File: src/rtl/mux2_stream_rr_if.sv
// Signal bundle for the 2:1 round-robin stream mux: two producer streams, one tagged
// consumer stream and the per-source transfer counters.
interface mux2_stream_rr_if #(
  parameter int unsigned WIDTH = 8
);
  logic [WIDTH-1:0] in0_data;
  logic             in0_valid;
  logic             in0_ready;
  logic [WIDTH-1:0] in1_data;
  logic             in1_valid;
  logic             in1_ready;
  logic [WIDTH-1:0] out_data;
  logic             out_sel;
  logic             out_valid;
  logic             out_ready;
  logic [7:0]       cnt0;
  logic [7:0]       cnt1;

  // Environment side: producers, consumer and counter observer.
  modport master (
    output in0_data, in0_valid, in1_data, in1_valid, out_ready,
    input  in0_ready, in1_ready, out_data, out_sel, out_valid, cnt0, cnt1
  );

  // Mux side.
  modport slave (
    input  in0_data, in0_valid, in1_data, in1_valid, out_ready,
    output in0_ready, in1_ready, out_data, out_sel, out_valid, cnt0, cnt1
  );
endinterface

File: src/rtl/mux2_stream_rr.sv
// 2:1 valid/ready stream mux with round-robin arbitration, a registered tagged output
// stage and mod-256 per-source accept counters.
module mux2_stream_rr #(
  parameter int unsigned WIDTH = 8
) (
  input logic              clk,
  input logic              rst,
  mux2_stream_rr_if.slave  bus
);

  typedef enum logic {StEmpty, StFull} state_e;

  state_e           state_q, state_d;
  logic [WIDTH-1:0] data_q, data_d;
  logic             sel_q, sel_d;
  logic             prio_q, prio_d;
  logic [7:0]       cnt0_q, cnt0_d;
  logic [7:0]       cnt1_q, cnt1_d;

  logic load_en;
  logic grant;
  logic acc0;
  logic acc1;

  // Grant only matters when its source is valid; with a single requester it follows that one.
  always_comb begin
    load_en = (state_q == StEmpty) || bus.out_ready;
    grant   = (bus.in0_valid && bus.in1_valid) ? prio_q : bus.in1_valid;
    acc0    = load_en && bus.in0_valid && !grant;
    acc1    = load_en && bus.in1_valid && grant;
  end

  always_comb begin
    state_d = state_q;
    data_d  = data_q;
    sel_d   = sel_q;
    prio_d  = prio_q;
    cnt0_d  = cnt0_q;
    cnt1_d  = cnt1_q;
    if (acc0) begin
      state_d = StFull;
      data_d  = bus.in0_data;
      sel_d   = 1'b0;
      prio_d  = 1'b1;
      cnt0_d  = cnt0_q + 8'd1;
    end else if (acc1) begin
      state_d = StFull;
      data_d  = bus.in1_data;
      sel_d   = 1'b1;
      prio_d  = 1'b0;
      cnt1_d  = cnt1_q + 8'd1;
    end else if (state_q == StFull && bus.out_ready) begin
      // Drained with nothing to refill: data and tag keep their last values.
      state_d = StEmpty;
    end
  end

  always_ff @(posedge clk or posedge rst) begin
    if (rst) begin
      state_q <= StEmpty;
      data_q  <= '0;
      sel_q   <= 1'b0;
      prio_q  <= 1'b0;
      cnt0_q  <= 8'd0;
      cnt1_q  <= 8'd0;
    end else begin
      state_q <= state_d;
      data_q  <= data_d;
      sel_q   <= sel_d;
      prio_q  <= prio_d;
      cnt0_q  <= cnt0_d;
      cnt1_q  <= cnt1_d;
    end
  end

  assign bus.in0_ready = acc0;
  assign bus.in1_ready = acc1;
  assign bus.out_data  = data_q;
  assign bus.out_sel   = sel_q;
  assign bus.out_valid = (state_q == StFull);
  assign bus.cnt0      = cnt0_q;
  assign bus.cnt1      = cnt1_q;

endmodule

File: src/flat_wrapper.sv
// flat-port wrapper written by rule: the top's interface ports become plain ports
module mux2_stream_rr_flat 
#(
  parameter int unsigned WIDTH = 8
)
  (clk, rst, bus_in0_data, bus_in0_valid, bus_in1_data, bus_in1_valid, bus_out_ready, bus_in0_ready, bus_in1_ready, bus_out_data, bus_out_sel, bus_out_valid, bus_cnt0, bus_cnt1);
  mux2_stream_rr_if #(.WIDTH(WIDTH)) bus_i ();
  input logic clk;
  input logic rst;
  input wire logic [$bits(bus_i.in0_data)-1:0] bus_in0_data;
  input wire logic [$bits(bus_i.in0_valid)-1:0] bus_in0_valid;
  input wire logic [$bits(bus_i.in1_data)-1:0] bus_in1_data;
  input wire logic [$bits(bus_i.in1_valid)-1:0] bus_in1_valid;
  input wire logic [$bits(bus_i.out_ready)-1:0] bus_out_ready;
  output wire logic [$bits(bus_i.in0_ready)-1:0] bus_in0_ready;
  output wire logic [$bits(bus_i.in1_ready)-1:0] bus_in1_ready;
  output wire logic [$bits(bus_i.out_data)-1:0] bus_out_data;
  output wire logic [$bits(bus_i.out_sel)-1:0] bus_out_sel;
  output wire logic [$bits(bus_i.out_valid)-1:0] bus_out_valid;
  output wire logic [$bits(bus_i.cnt0)-1:0] bus_cnt0;
  output wire logic [$bits(bus_i.cnt1)-1:0] bus_cnt1;
  assign bus_i.in0_data = bus_in0_data;
  assign bus_i.in0_valid = bus_in0_valid;
  assign bus_i.in1_data = bus_in1_data;
  assign bus_i.in1_valid = bus_in1_valid;
  assign bus_i.out_ready = bus_out_ready;
  assign bus_in0_ready = bus_i.in0_ready;
  assign bus_in1_ready = bus_i.in1_ready;
  assign bus_out_data = bus_i.out_data;
  assign bus_out_sel = bus_i.out_sel;
  assign bus_out_valid = bus_i.out_valid;
  assign bus_cnt0 = bus_i.cnt0;
  assign bus_cnt1 = bus_i.cnt1;
  mux2_stream_rr #(.WIDTH(WIDTH)) u_core (.clk(clk), .rst(rst), .bus(bus_i));
endmodule
File: config.mk
export PLATFORM = sky130hd
export DESIGN_NAME = mux2_stream_rr_flat
export DESIGN_NICKNAME = d
export VERILOG_FILES = /design/src/rtl/mux2_stream_rr_if.sv /design/src/rtl/mux2_stream_rr.sv /design/src/flat_wrapper.sv
export SDC_FILE = /design/constraint.sdc
export NUM_CORES = 1
export LEC_CHECK = 0
export BUFFER_PORTS_ARGS = -buffer_cell sky130_fd_sc_hd__buf_2
export CAP_MARGIN = 20
export CORE_MARGIN = 5
export CORE_UTILIZATION = 45
export DETAILED_ROUTE_END_ITERATION = 6
export PLACE_DENSITY = 0.76
export SYNTH_ARGS = -nofsm -noshare
export SYNTH_HDL_FRONTEND = slang
export SYNTH_SLANG_ARGS = --single-unit
export TNS_END_PERCENT = 10
File: constraint.sdc
create_clock -name clk -period 4 [get_ports clk]
set_clock_uncertainty 0.2 [all_clocks]
set_input_delay 0.6 -clock clk [delete_from_list [all_inputs] [get_ports clk]]
set_output_delay 0.6 -clock clk [all_outputs]
set_load 0.005 [all_outputs]
==> results.cfg <==
[outcome]
outcome = finished, final reports clean

[timing]
layout_setup_ws_ns = 1.53
setup_viol = 0
worst_pin_slew_ns = 0.634
rsz0062_at_grt = false
tns_ns = 0
fin_crit_sh = 0.618
slew_violations = 0
timing.fmax_ghz = 0.404
finalHoldViolations = 0
slew_headroom = 0.574
period_minus_slack_ns = 2.47

[worst_setup_path]
cp-start-kind = register
cp_cell_sequence = nand2b_1 > and3_1 > buf_2
critPathTopFamily = simple AND/OR/NAND/NOR gates
rr_worst_depth = 3
cp_num_buf_inv = 1
crit_fanout = 12
path_class = reg -> out
worstPathRequired_ns = 3.20
crit_cells = 3
arrival_ns = 1.67
r2r_slack_ns = 2.18
critPathSlowestCell = and3_1
cp_slowest_stage_delay_ns = 0.48
rr_startpoint = u_core.bus.out_valid
critPathCaptureType = primary output
reg2reg_to = u_core.bus.cnt0[1]

[floorplanning]
fp.dieH_um = 61.0
fp.coreArea_um2 = 2480
start_util = 0.473
io_pins = 49
die-area_um2 = 3730
die_width_um = 61.0
num_rows = 18

[placed_design]
dp_worst_setup_slack_ns = 1.55
port_buffers = 48
place_congestion = 0.811
dpl.hpwl_mm = 1.88

[clock_tree]
clock_latency_ns = 0.32
ctsHoldBuffers = 0
cts_tree = done
htreeDepth = 1
post_cts_buffers = 0
cts_resized = 0
clkSinkCount = 27
clk_pin_slew_worst_paths_ns = 0.14
clock_path_buffers = 2
cts_buffers = 3
cts-root-buf = clkbuf_4

[job]
cap_violations = 0

[cells_and_area]
area_growth_pct = 24.9
drive_above_1_share = 0.366
diodes = 0
layout_commonest_cell = buf_2
layout_common_cells = buf_2 (48), dfrtp_1 (27), xnor2_1 (11)
nets = 169

[global_route]
antenna_found_initial = 0
overflow = 0
grt_pass1_wl_mm = 4.02
grt_max_degree = 28
grt_util_all_layers = 0.147
grt_pass1_vias = 935

[logic_synthesis]
synth_area_leaders = dfrtp_1 (58%), xnor2_1 (8.2%), a222oi_1 (6.8%), inv_1 (2.9%), nand2_1 (2.2%)
yosysTopAreaCell = dfrtp_1
synth_seq_cells = 27
yosys_warnings = 0
synth_cells = 97
synth_cell_type_count = 22
synth_nets = 120
syn_area_per_cell_um2 = 12.1
ys_seq_area_frac = 0.576
syn_area_um2 = 1170
netlist.area_leader.share = 0.576

[worst_hold_path]
min_path_type = in -> async

[routing]
drc = 0
wirelength_mm = 2.48
ant_nets = 0
drt_iter0_markers = 42
via_per_inst = 5.26
vias = 921
routedWlPerCell_um = 14.2
drt-pass1-iter-count = 4

[power_and_ir_drop]
ir_drop_mv = 0.281
power.leakage_uw = 0.000773
p_per_area_nw_per_um2 = 532
total_power_uw = 779
flip-flops by register name, summed over array words and instances (netlist names):
| name | flops |
|---|---|
| u_core.bus.cnt0 | 8 |
| u_core.bus.out_sel | 1 |
| u_core.bus.out_data | 8 |
| u_core.bus.cnt1 | 8 |
| u_core.prio_q | 1 |
| u_core.bus.out_valid | 1 |
kinds of logic (layout without fill, tap and decap cells):
kind of cell             count (synthesis)  in the layout  synth area share
AO/OA/AOI/OAI                           13             13            0.0929
XOR/XNOR                                14             14             0.105
adder cells (fa/ha/maj)                  2              2            0.0213
buffers and inverters                   14             62            0.0630
flip-flops                              27             27             0.576
multiplexers                             2              2            0.0192
AND/OR/NAND/NOR                         25             25             0.123
synth_stat cells, drive strengths merged:
library cell,n
a21o,1
a21oi,2
a222oi,8
a31oi,1
and3,4
and4,2
buf,5
dfrtp,27
ha,2
inv,9
mux2,2
nand2,7
nand2b,2
nand3,5
nand4,4
nor3b,1
o21ai,1
xnor2,11
xor2,3
cell type report:
class | count | area [µm²]
flip-flops and latches | 27 | 676
multi-input cells | 56 | 423
well taps | 30 | 37.5
inverters | 9 | 33.8
clock buffers | 4 | 26.3
fillers | 223 | 1010
repair buffers | 49 | 268
per-layer routing:
metal,global-route usage,share of wire,vias to the layer above
met3,0.0377,0.10,4
met2,0.242,0.46,40
met1,0.178,0.42,435
met4,0.0774,0.019,0
li1,-,-,442
met5,0,0,-
stage by stage:
step / instance area, µm² / utilization / hold slack [ns] / std cells
after global routing: 1460 / 0.591 / 0.0909 / 175
after floorplan: 1170 / - / 0.268 / 97
after CTS: 1440 / 0.580 / 0.279 / 174
final: 1460 / 0.591 / 0.0790 / 175
after global placement: 1410 / 0.569 / 0.255 / 170
after detailed placement: 1410 / 0.569 / 0.262 / 170
how the worst max path moves through the flow:
stage	startpoint	end	slack, ns
5_1_grt	u_core.bus.out_valid	bus_in0_ready	1.38
3_5_place_dp	bus_out_ready	bus_in0_ready	1.55
2_1_floorplan	bus_out_ready	bus_in0_ready	1.96
4_1_cts	u_core.bus.out_valid	bus_in0_ready	1.53
6_report	u_core.bus.out_valid	bus_in0_ready	1.53
3_3_place_gp	bus_out_ready	bus_in0_ready	1.56
where the power goes:
part | total, µW | internal [µW] | switching [µW]
logic | 237 | 129 | 108
registers | 427 | 350 | 76.4
clock network | 115 | 39.0 | 76.5
(Power assumes the default switching activity.)
